[config.mk]
export PLATFORM = sky130hd
export DESIGN_NAME = vedic_mult16_seq_ctrl
export DESIGN_NICKNAME = d
export VERILOG_FILES = /design/src/rtl/vedic_mult16_seq_ctrl_pkg.sv /design/src/rtl/vedic_mult16_seq_ctrl_vedic_8X8.sv /design/src/rtl/vedic_mult16_seq_ctrl.sv
export SDC_FILE = /design/constraint.sdc
export NUM_CORES = 1
export LEC_CHECK = 0
export ABC_AREA = 1
export BUFFER_PORTS_ARGS = -buffer_cell sky130_fd_sc_hd__buf_4
export CORE_ASPECT_RATIO = 0.75
export CORE_MARGIN = 5
export CORE_UTILIZATION = 55
export DETAILED_ROUTE_END_ITERATION = 7
export PLACE_DENSITY = 0.75
export SLEW_MARGIN = 10
export SYNTH_ARGS = -nofsm -noshare
export SYNTH_HDL_FRONTEND = slang
export SYNTH_SLANG_ARGS = --single-unit
[constraint.sdc]
create_clock -name clk -period 17.1 [get_ports clk]
set_input_delay 0.855 -clock clk [delete_from_list [all_inputs] [get_ports clk]]
set_output_delay 0.855 -clock clk [all_outputs]
set_load 0.005 [all_outputs]
[src/rtl/vedic_mult16_seq_ctrl_pkg.sv]
// Shared definitions for the sequential 16x16 multiplier built on one 8x8 core.
// Holds the FSM state encoding, the per-pass partial-product shift amounts and
// the per-pass byte selects, so that other controllers reusing the same shared
// core can follow the identical pass order.
package vedic_mult16_seq_ctrl_pkg;

  // Binary-encoded controller states.
  typedef enum logic [2:0] {
    ST_IDLE = 3'd0,
    ST_P0   = 3'd1,
    ST_P1   = 3'd2,
    ST_P2   = 3'd3,
    ST_P3   = 3'd4,
    ST_DONE = 3'd5
  } state_t;

  localparam int NUM_PASSES = 4;

  // Left shift applied to each pass's 16-bit partial before accumulation.
  localparam logic [4:0] PASS0_SHIFT = 5'd0;   // a_lo * b_lo
  localparam logic [4:0] PASS1_SHIFT = 5'd8;   // a_hi * b_lo
  localparam logic [4:0] PASS2_SHIFT = 5'd8;   // a_lo * b_hi
  localparam logic [4:0] PASS3_SHIFT = 5'd16;  // a_hi * b_hi

  // Byte selects: bit n set means pass n feeds the high byte of that operand.
  localparam logic [NUM_PASSES-1:0] PASS_A_HI = 4'b1010;
  localparam logic [NUM_PASSES-1:0] PASS_B_HI = 4'b1100;

  function automatic logic [4:0] pass_shift(input logic [1:0] idx);
    logic [4:0] sh;
    case (idx)
      2'd0:    sh = PASS0_SHIFT;
      2'd1:    sh = PASS1_SHIFT;
      2'd2:    sh = PASS2_SHIFT;
      default: sh = PASS3_SHIFT;
    endcase
    return sh;
  endfunction

endpackage

[src/rtl/vedic_mult16_seq_ctrl_vedic_8X8.sv]
// vedic_8X8: purely combinational 8x8 unsigned multiplier (Urdhva-Tiryakbhyam
// on nibbles). Vertical products of the low and high nibbles plus the crosswise
// sum, combined with 4-bit offsets.
// Ports:
//   i_a  in  8   multiplicand
//   i_b  in  8   multiplier
//   o_p  out 16  product i_a*i_b
module vedic_8X8 (
  input  logic [7:0]  i_a,
  input  logic [7:0]  i_b,
  output logic [15:0] o_p
);

  logic [7:0] w_ll;
  logic [7:0] w_lh;
  logic [7:0] w_hl;
  logic [7:0] w_hh;
  logic [8:0] w_cross;

  // Operands are widened first so each nibble product keeps all 8 bits.
  assign w_ll    = {4'd0, i_a[3:0]} * {4'd0, i_b[3:0]};
  assign w_lh    = {4'd0, i_a[7:4]} * {4'd0, i_b[3:0]};
  assign w_hl    = {4'd0, i_a[3:0]} * {4'd0, i_b[7:4]};
  assign w_hh    = {4'd0, i_a[7:4]} * {4'd0, i_b[7:4]};
  assign w_cross = {1'b0, w_lh} + {1'b0, w_hl};

  assign o_p = {8'd0, w_ll} + {3'd0, w_cross, 4'd0} + {w_hh, 8'd0};

endmodule

[src/rtl/vedic_mult16_seq_ctrl.sv]
// vedic_mult16_seq_ctrl: 16x16 unsigned multiplier that time-shares a single
// vedic_8X8 core over four one-cycle passes, shift-accumulating into 32 bits.
// Ports:
//   clk        in   1      rising-edge clock
//   rst        in   1      synchronous reset, active-high
//   in_valid   in   1      operand pair valid
//   in_ready   out  1      block can accept operands (IDLE only)
//   in_a       in   16     multiplicand, unsigned
//   in_b       in   16     multiplier, unsigned
//   in_tag     in   TAG_W  tag returned with the result
//   out_valid  out  1      product valid, held until out_ready
//   out_ready  in   1      consumer accepts product
//   out_p      out  32     product
//   out_tag    out  TAG_W  tag of the product
//   busy       out  1      controller not in IDLE
module vedic_mult16_seq_ctrl
  import vedic_mult16_seq_ctrl_pkg::*;
#(
  parameter int TAG_W = 4
) (
  input  logic             clk,
  input  logic             rst,
  input  logic             in_valid,
  output logic             in_ready,
  input  logic [15:0]      in_a,
  input  logic [15:0]      in_b,
  input  logic [TAG_W-1:0] in_tag,
  output logic             out_valid,
  input  logic             out_ready,
  output logic [31:0]      out_p,
  output logic [TAG_W-1:0] out_tag,
  output logic             busy
);

  state_t           r_state;
  logic [15:0]      r_a;
  logic [15:0]      r_b;
  logic [TAG_W-1:0] r_tag;
  logic [31:0]      r_acc;
  logic             r_in_ready;
  logic             r_out_valid;
  logic [31:0]      r_out_p;
  logic [TAG_W-1:0] r_out_tag;
  logic             r_busy;

  logic [1:0]  w_pass_idx;
  logic [7:0]  w_core_a;
  logic [7:0]  w_core_b;
  logic [15:0] w_pp;
  logic [31:0] w_pp_shifted;
  logic [31:0] w_acc_sum;

  // Pass index follows the state; outside P0..P3 the core output is unused.
  always_comb begin
    w_pass_idx = 2'd0;
    case (r_state)
      ST_P1:   w_pass_idx = 2'd1;
      ST_P2:   w_pass_idx = 2'd2;
      ST_P3:   w_pass_idx = 2'd3;
      default: w_pass_idx = 2'd0;
    endcase
  end

  // Core operands come only from the latched copies, so the input ports may
  // change freely once an operation has been accepted.
  assign w_core_a = PASS_A_HI[w_pass_idx] ? r_a[15:8] : r_a[7:0];
  assign w_core_b = PASS_B_HI[w_pass_idx] ? r_b[15:8] : r_b[7:0];

  vedic_8X8 u_core (
    .i_a (w_core_a),
    .i_b (w_core_b),
    .o_p (w_pp)
  );

  assign w_pp_shifted = {16'd0, w_pp} << pass_shift(w_pass_idx);
  // The accumulator is cleared on acceptance, so in P0 this sum is just pp.
  assign w_acc_sum    = r_acc + w_pp_shifted;

  always_ff @(posedge clk) begin
    if (rst) begin
      r_state     <= ST_IDLE;
      r_a         <= '0;
      r_b         <= '0;
      r_tag       <= '0;
      r_acc       <= '0;
      r_in_ready  <= 1'b1;
      r_out_valid <= 1'b0;
      r_out_p     <= '0;
      r_out_tag   <= '0;
      r_busy      <= 1'b0;
    end else begin
      case (r_state)
        ST_IDLE: begin
          if (in_valid) begin
            r_a        <= in_a;
            r_b        <= in_b;
            r_tag      <= in_tag;
            r_acc      <= '0;
            r_in_ready <= 1'b0;
            r_busy     <= 1'b1;
            r_state    <= ST_P0;
          end
        end
        ST_P0: begin
          r_acc   <= w_acc_sum;
          r_state <= ST_P1;
        end
        ST_P1: begin
          r_acc   <= w_acc_sum;
          r_state <= ST_P2;
        end
        ST_P2: begin
          r_acc   <= w_acc_sum;
          r_state <= ST_P3;
        end
        ST_P3: begin
          // Final sum goes straight to the output register so the product is
          // presented on the first DONE cycle.
          r_acc       <= w_acc_sum;
          r_out_p     <= w_acc_sum;
          r_out_tag   <= r_tag;
          r_out_valid <= 1'b1;
          r_state     <= ST_DONE;
        end
        ST_DONE: begin
          if (out_ready) begin
            r_out_valid <= 1'b0;
            r_in_ready  <= 1'b1;
            r_busy      <= 1'b0;
            r_state     <= ST_IDLE;
          end
        end
        default: begin
          r_out_valid <= 1'b0;
          r_in_ready  <= 1'b1;
          r_busy      <= 1'b0;
          r_state     <= ST_IDLE;
        end
      endcase
    end
  end

  assign in_ready  = r_in_ready;
  assign out_valid = r_out_valid;
  assign out_p     = r_out_p;
  assign out_tag   = r_out_tag;
  assign busy      = r_busy;

endmodule

==> results.py <==
metrics = {
    "status": {
        "outcome": "complete, no violations",
    },
    "clock_tree": {
        "cts-root-buf": "clkbuf_16",
        "ctsResizeCount": 0,
        "h-tree-depth": 3,
        "numCtsBuffers": 9,
        "cts_hold_buf": 0,
        "clock_latency_ns": 0.36,
        "post_cts_buffers": 0,
        "cts.sinks": 110,
        "clk_pin_slew_ns": 0.08,
        "tritoncts": "done",
        "clockBufferDepth": 2,
    },
    "grt": {
        "grt_pass1_wl_um": 39700,
        "met1_usage_pct": 44.1,
        "antenna_found_initial": 0,
        "grt_max_degree": 66,
        "grt.met2_usage_pct": 33.7,
        "grt_use_met3_pct": 6.74,
        "grt_pass1_vias": 7500,
        "grt_usage_pct": 26.5,
        "top_usage_layer": "met1",
        "grt_overflow": 0,
    },
    "yosys": {
        "yosys-top-cells-area": "dfxtp_1 (25%), ha_1 (13%), nand2_1 (9.9%), nor2_1 (9.2%), inv_1 (8.4%)",
        "async_flop_share_pct": 0,
        "synth-xor-area-share_pct": 4.23,
        "yosys_warnings": 0,
        "ys_types": 40,
        "synth_area_mm2": 0.00870,
        "yosysMostFrequentCell": "nand2_1",
        "synth-edff-count": 0,
        "syn_inst": 1291,
        "synth_top_cell_area_share_pct": 25.3,
        "synth_nets": 1449,
        "synth_compound_area_share_pct": 15.8,
        "synth.largest_area_cell": "dfxtp_1",
        "yosysSeqAreaShare_pct": 25.3,
        "syn_area_per_cell_um2": 6.74,
        "synth_top_family_by_area": "simple AND/OR/NAND/NOR gates",
        "synth-adder-area-share_pct": 19.6,
        "ys_ff_latch": 110,
        "synthSimpleGateAreaFrac_pct": 23.9,
        "synth_ff_type": "dfxtp_1",
        "netlist_top_cells_count": "nand2_1 (230), nor2_1 (214), inv_1 (194)",
        "muxShareOfSynthArea_pct": 0.460,
    },
    "min_path": {
        "hold_path_class": "flip-flop to flip-flop",
        "whs_path_depth": 2,
        "min_from": "r_b[2]$_SDFFE_PP0P_",
        "whs_endpoint": "r_b[2]$_SDFFE_PP0P_",
    },
    "setup_path": {
        "cpMostUsedCell": "nand2_1",
        "cp.arrival_ns": 10.63,
        "crit_type": "flip-flop to flip-flop",
        "r2r_slack_ns": 6.73,
        "end_kind": "flip-flop",
        "worstPathRequired_ns": 17.36,
        "r2r_cells": 48,
        "cp-start-kind": "flip-flop",
        "timing.rr.start": "r_state[0]$_SDFFE_PP0P_",
        "rr_endpoint": "out_p[30]$_SDFFE_PP0P_",
        "cp_max_fo": 43,
        "slowest_delay_ns": 0.77,
        "critPathSlowestCell": "nor2_4",
    },
    "sta": {
        "worst_pin_slew_ns": 1.10,
        "tns_ns": 0,
        "fin_crit_ns": 10.37,
        "hold_violations": 0,
        "max_freq_mhz": 96.4,
        "maxSlewHeadroom_pct": 26.5,
        "rsz0062_at_grt": "false",
        "skew_ns": 0.0111,
        "maxSlewViolCount": 0,
        "timing.final.crit_share_pct": 60.7,
        "setup_viol": 0,
    },
    "floorplan": {
        "die_area_mm2": 0.0185,
        "placement_rows": 39,
        "io_pins": 79,
        "core_area_mm2": 0.0154,
        "die_h_um": 119,
        "initial_core_util_pct": 56.6,
        "die_width_um": 155,
    },
    "route": {
        "drc": 0,
        "via_per_inst": 5.37,
        "drt_first_pass_iters": 8,
        "drt_wl_total_um": 24500,
        "via_count": 8341,
        "drt_iter0_markers": 769,
        "avgRoutedWirePerCell_um": 15.8,
        "postRouteAntennaNets": 0,
    },
    "pwr": {
        "p_sw_mw": 0.878,
        "p_per_area_mw_per_mm2": 169,
        "leakagePower_nw": 5.00,
        "seqPwrFrac_pct": 21.3,
        "combPwrFrac_pct": 65.4,
        "max-vdd-ir-drop_mv": 0.117,
        "clkPwrFrac_pct": 13.3,
        "total_power_mw": 1.64,
        "swShare_pct": 53.6,
        "power.internal_mw": 0.760,
    },
    "placed_design": {
        "placed_area_mm2": 0.00938,
        "routabilityCongestion": 0.951,
        "portBuffers": 78,
        "place_hpwl_um": 19500,
    },
    "cells_and_area": {
        "layout-drive-gt1-share_pct": 8.83,
        "antenna_cells": 0,
        "area_growth_pct": 11.4,
        "fin_nets": 1500,
        "nFillCells": 1448,
        "final_area_mm2": 0.00969,
        "final-seq-area_mm2": 0.00220,
        "multi_input_area_mm2": 0.00557,
    },
    "flow_run": {
        "cap_violations": 0,
    },
}
## worst max path at each step
stage | start | end | slack (ns)
3_5_place_dp | r_state[0]$_SDFFE_PP0P_ | out_p[29]$_SDFFE_PP0P_ | 6.79
4_1_cts | r_state[0]$_SDFFE_PP0P_ | out_p[29]$_SDFFE_PP0P_ | 6.75
5_1_grt | r_state[0]$_SDFFE_PP0P_ | r_acc[24]$_SDFFE_PP0P_ | 5.87
2_1_floorplan | r_state[0]$_SDFFE_PP0P_ | out_p[20]$_SDFFE_PP0P_ | 9.02
6_report | r_state[0]$_SDFFE_PP0P_ | out_p[30]$_SDFFE_PP0P_ | 6.73
3_3_place_gp | r_state[0]$_SDFFE_PP0P_ | out_p[29]$_SDFFE_PP0P_ | 6.90
## critical path: cells and delay by family, from the launching register on
| kind | cells | cell delay (ns) |
|---|---|---|
| and+or+nand+nor | 23 | 3.57 |
| buffers and inverters | 9 | 1.00 |
| xor gates and xnor gates | 2 | 0.46 |
| adders and majority gates | 9 | 3.96 |
| AOI/OAI and AO/OA | 5 | 0.92 |
| DFF | 1 | 0.34 |
## stage by stage
stage	setup slack (ns)	instances	utilization [%]	hold WS, ns
after floorplan	9.02	1291	-	0.424
after global placement	6.90	1536	61.0	0.434
after detailed placement	6.79	1536	61.0	0.441
after CTS	6.75	1552	63.0	0.452
after global routing	5.87	1552	63.0	0.475
final	6.73	1552	63.0	0.453
## sequential cells by signal, indices dropped and copies added, names as in the netlist
signal,count
r_state,3
r_acc,32
out_valid,1
r_a,16
in_ready,1
busy,1
out_p,32
r_tag,4
r_b,16
out_tag,4
## cell usage in the layout (no fill, tap or decap), types with 4 or more instances in the layout
cell type | synthesis | layout
o21bai_1 | 6 | 6
nand4_1 | 5 | 5
clkbuf_16 | 0 | 9
or2_2 | 4 | 4
mux2i_1 | 4 | 4
fa_1 | 31 | 31
ha_1 | 87 | 87
nor3_1 | 12 | 12
o21ai_0 | 110 | 110
nand3_1 | 43 | 43
a21o_1 | 7 | 7
xnor2_1 | 10 | 10
nand2_1 | 230 | 230
o21ai_1 | 6 | 6
dfxtp_1 | 110 | 110
inv_1 | 194 | 194
inv_2 | 6 | 6
nand2_2 | 4 | 4
xor2_1 | 32 | 32
a21oi_1 | 110 | 110
o211ai_1 | 4 | 4
nor2_1 | 214 | 214
o21ai_2 | 4 | 4
buf_4 | 3 | 80
## cell families (layout without fill, tap and decap cells)
| logic type | Yosys count | in the layout |
|---|---|---|
| flops | 110 | 110 |
| compound gates | 258 | 258 |
| fa+ha+maj | 118 | 118 |
| buf+inv | 240 | 296 |
| simple gates | 519 | 519 |
| mux | 4 | 4 |
| xor+xnor | 42 | 42 |
## per-layer routing
layer	up-vias	part of all wire (%)	wire [um]
li1	4211	-	-
met1	3810	52	12800
met2	301	37	9020
met3	19	9.7	2380
met4	0	0.98	241
met5	-	0	0
## power groups by stage
stage	Clock, mW	Combinational [mW]	Sequential, mW
global placement	0	1.04	0.354
finish	0.218	1.07	0.349
global route	0.234	1.20	0.356
floorplan	0	0.768	0.346
detailed placement	0	1.05	0.354
CTS	0.222	1.06	0.349
## area by class of cell
class,instances,area share [%]
Timing Repair Buffer,80,6.20
Sequential cell,110,22.7
Clock inverter,7,0.904
Clock buffer,9,2.32
Multi-Input combinational cell,941,57.5
Tap cell,205,2.65
Inverter,200,7.75
Note: power is estimated with default switching activity, not from simulation.
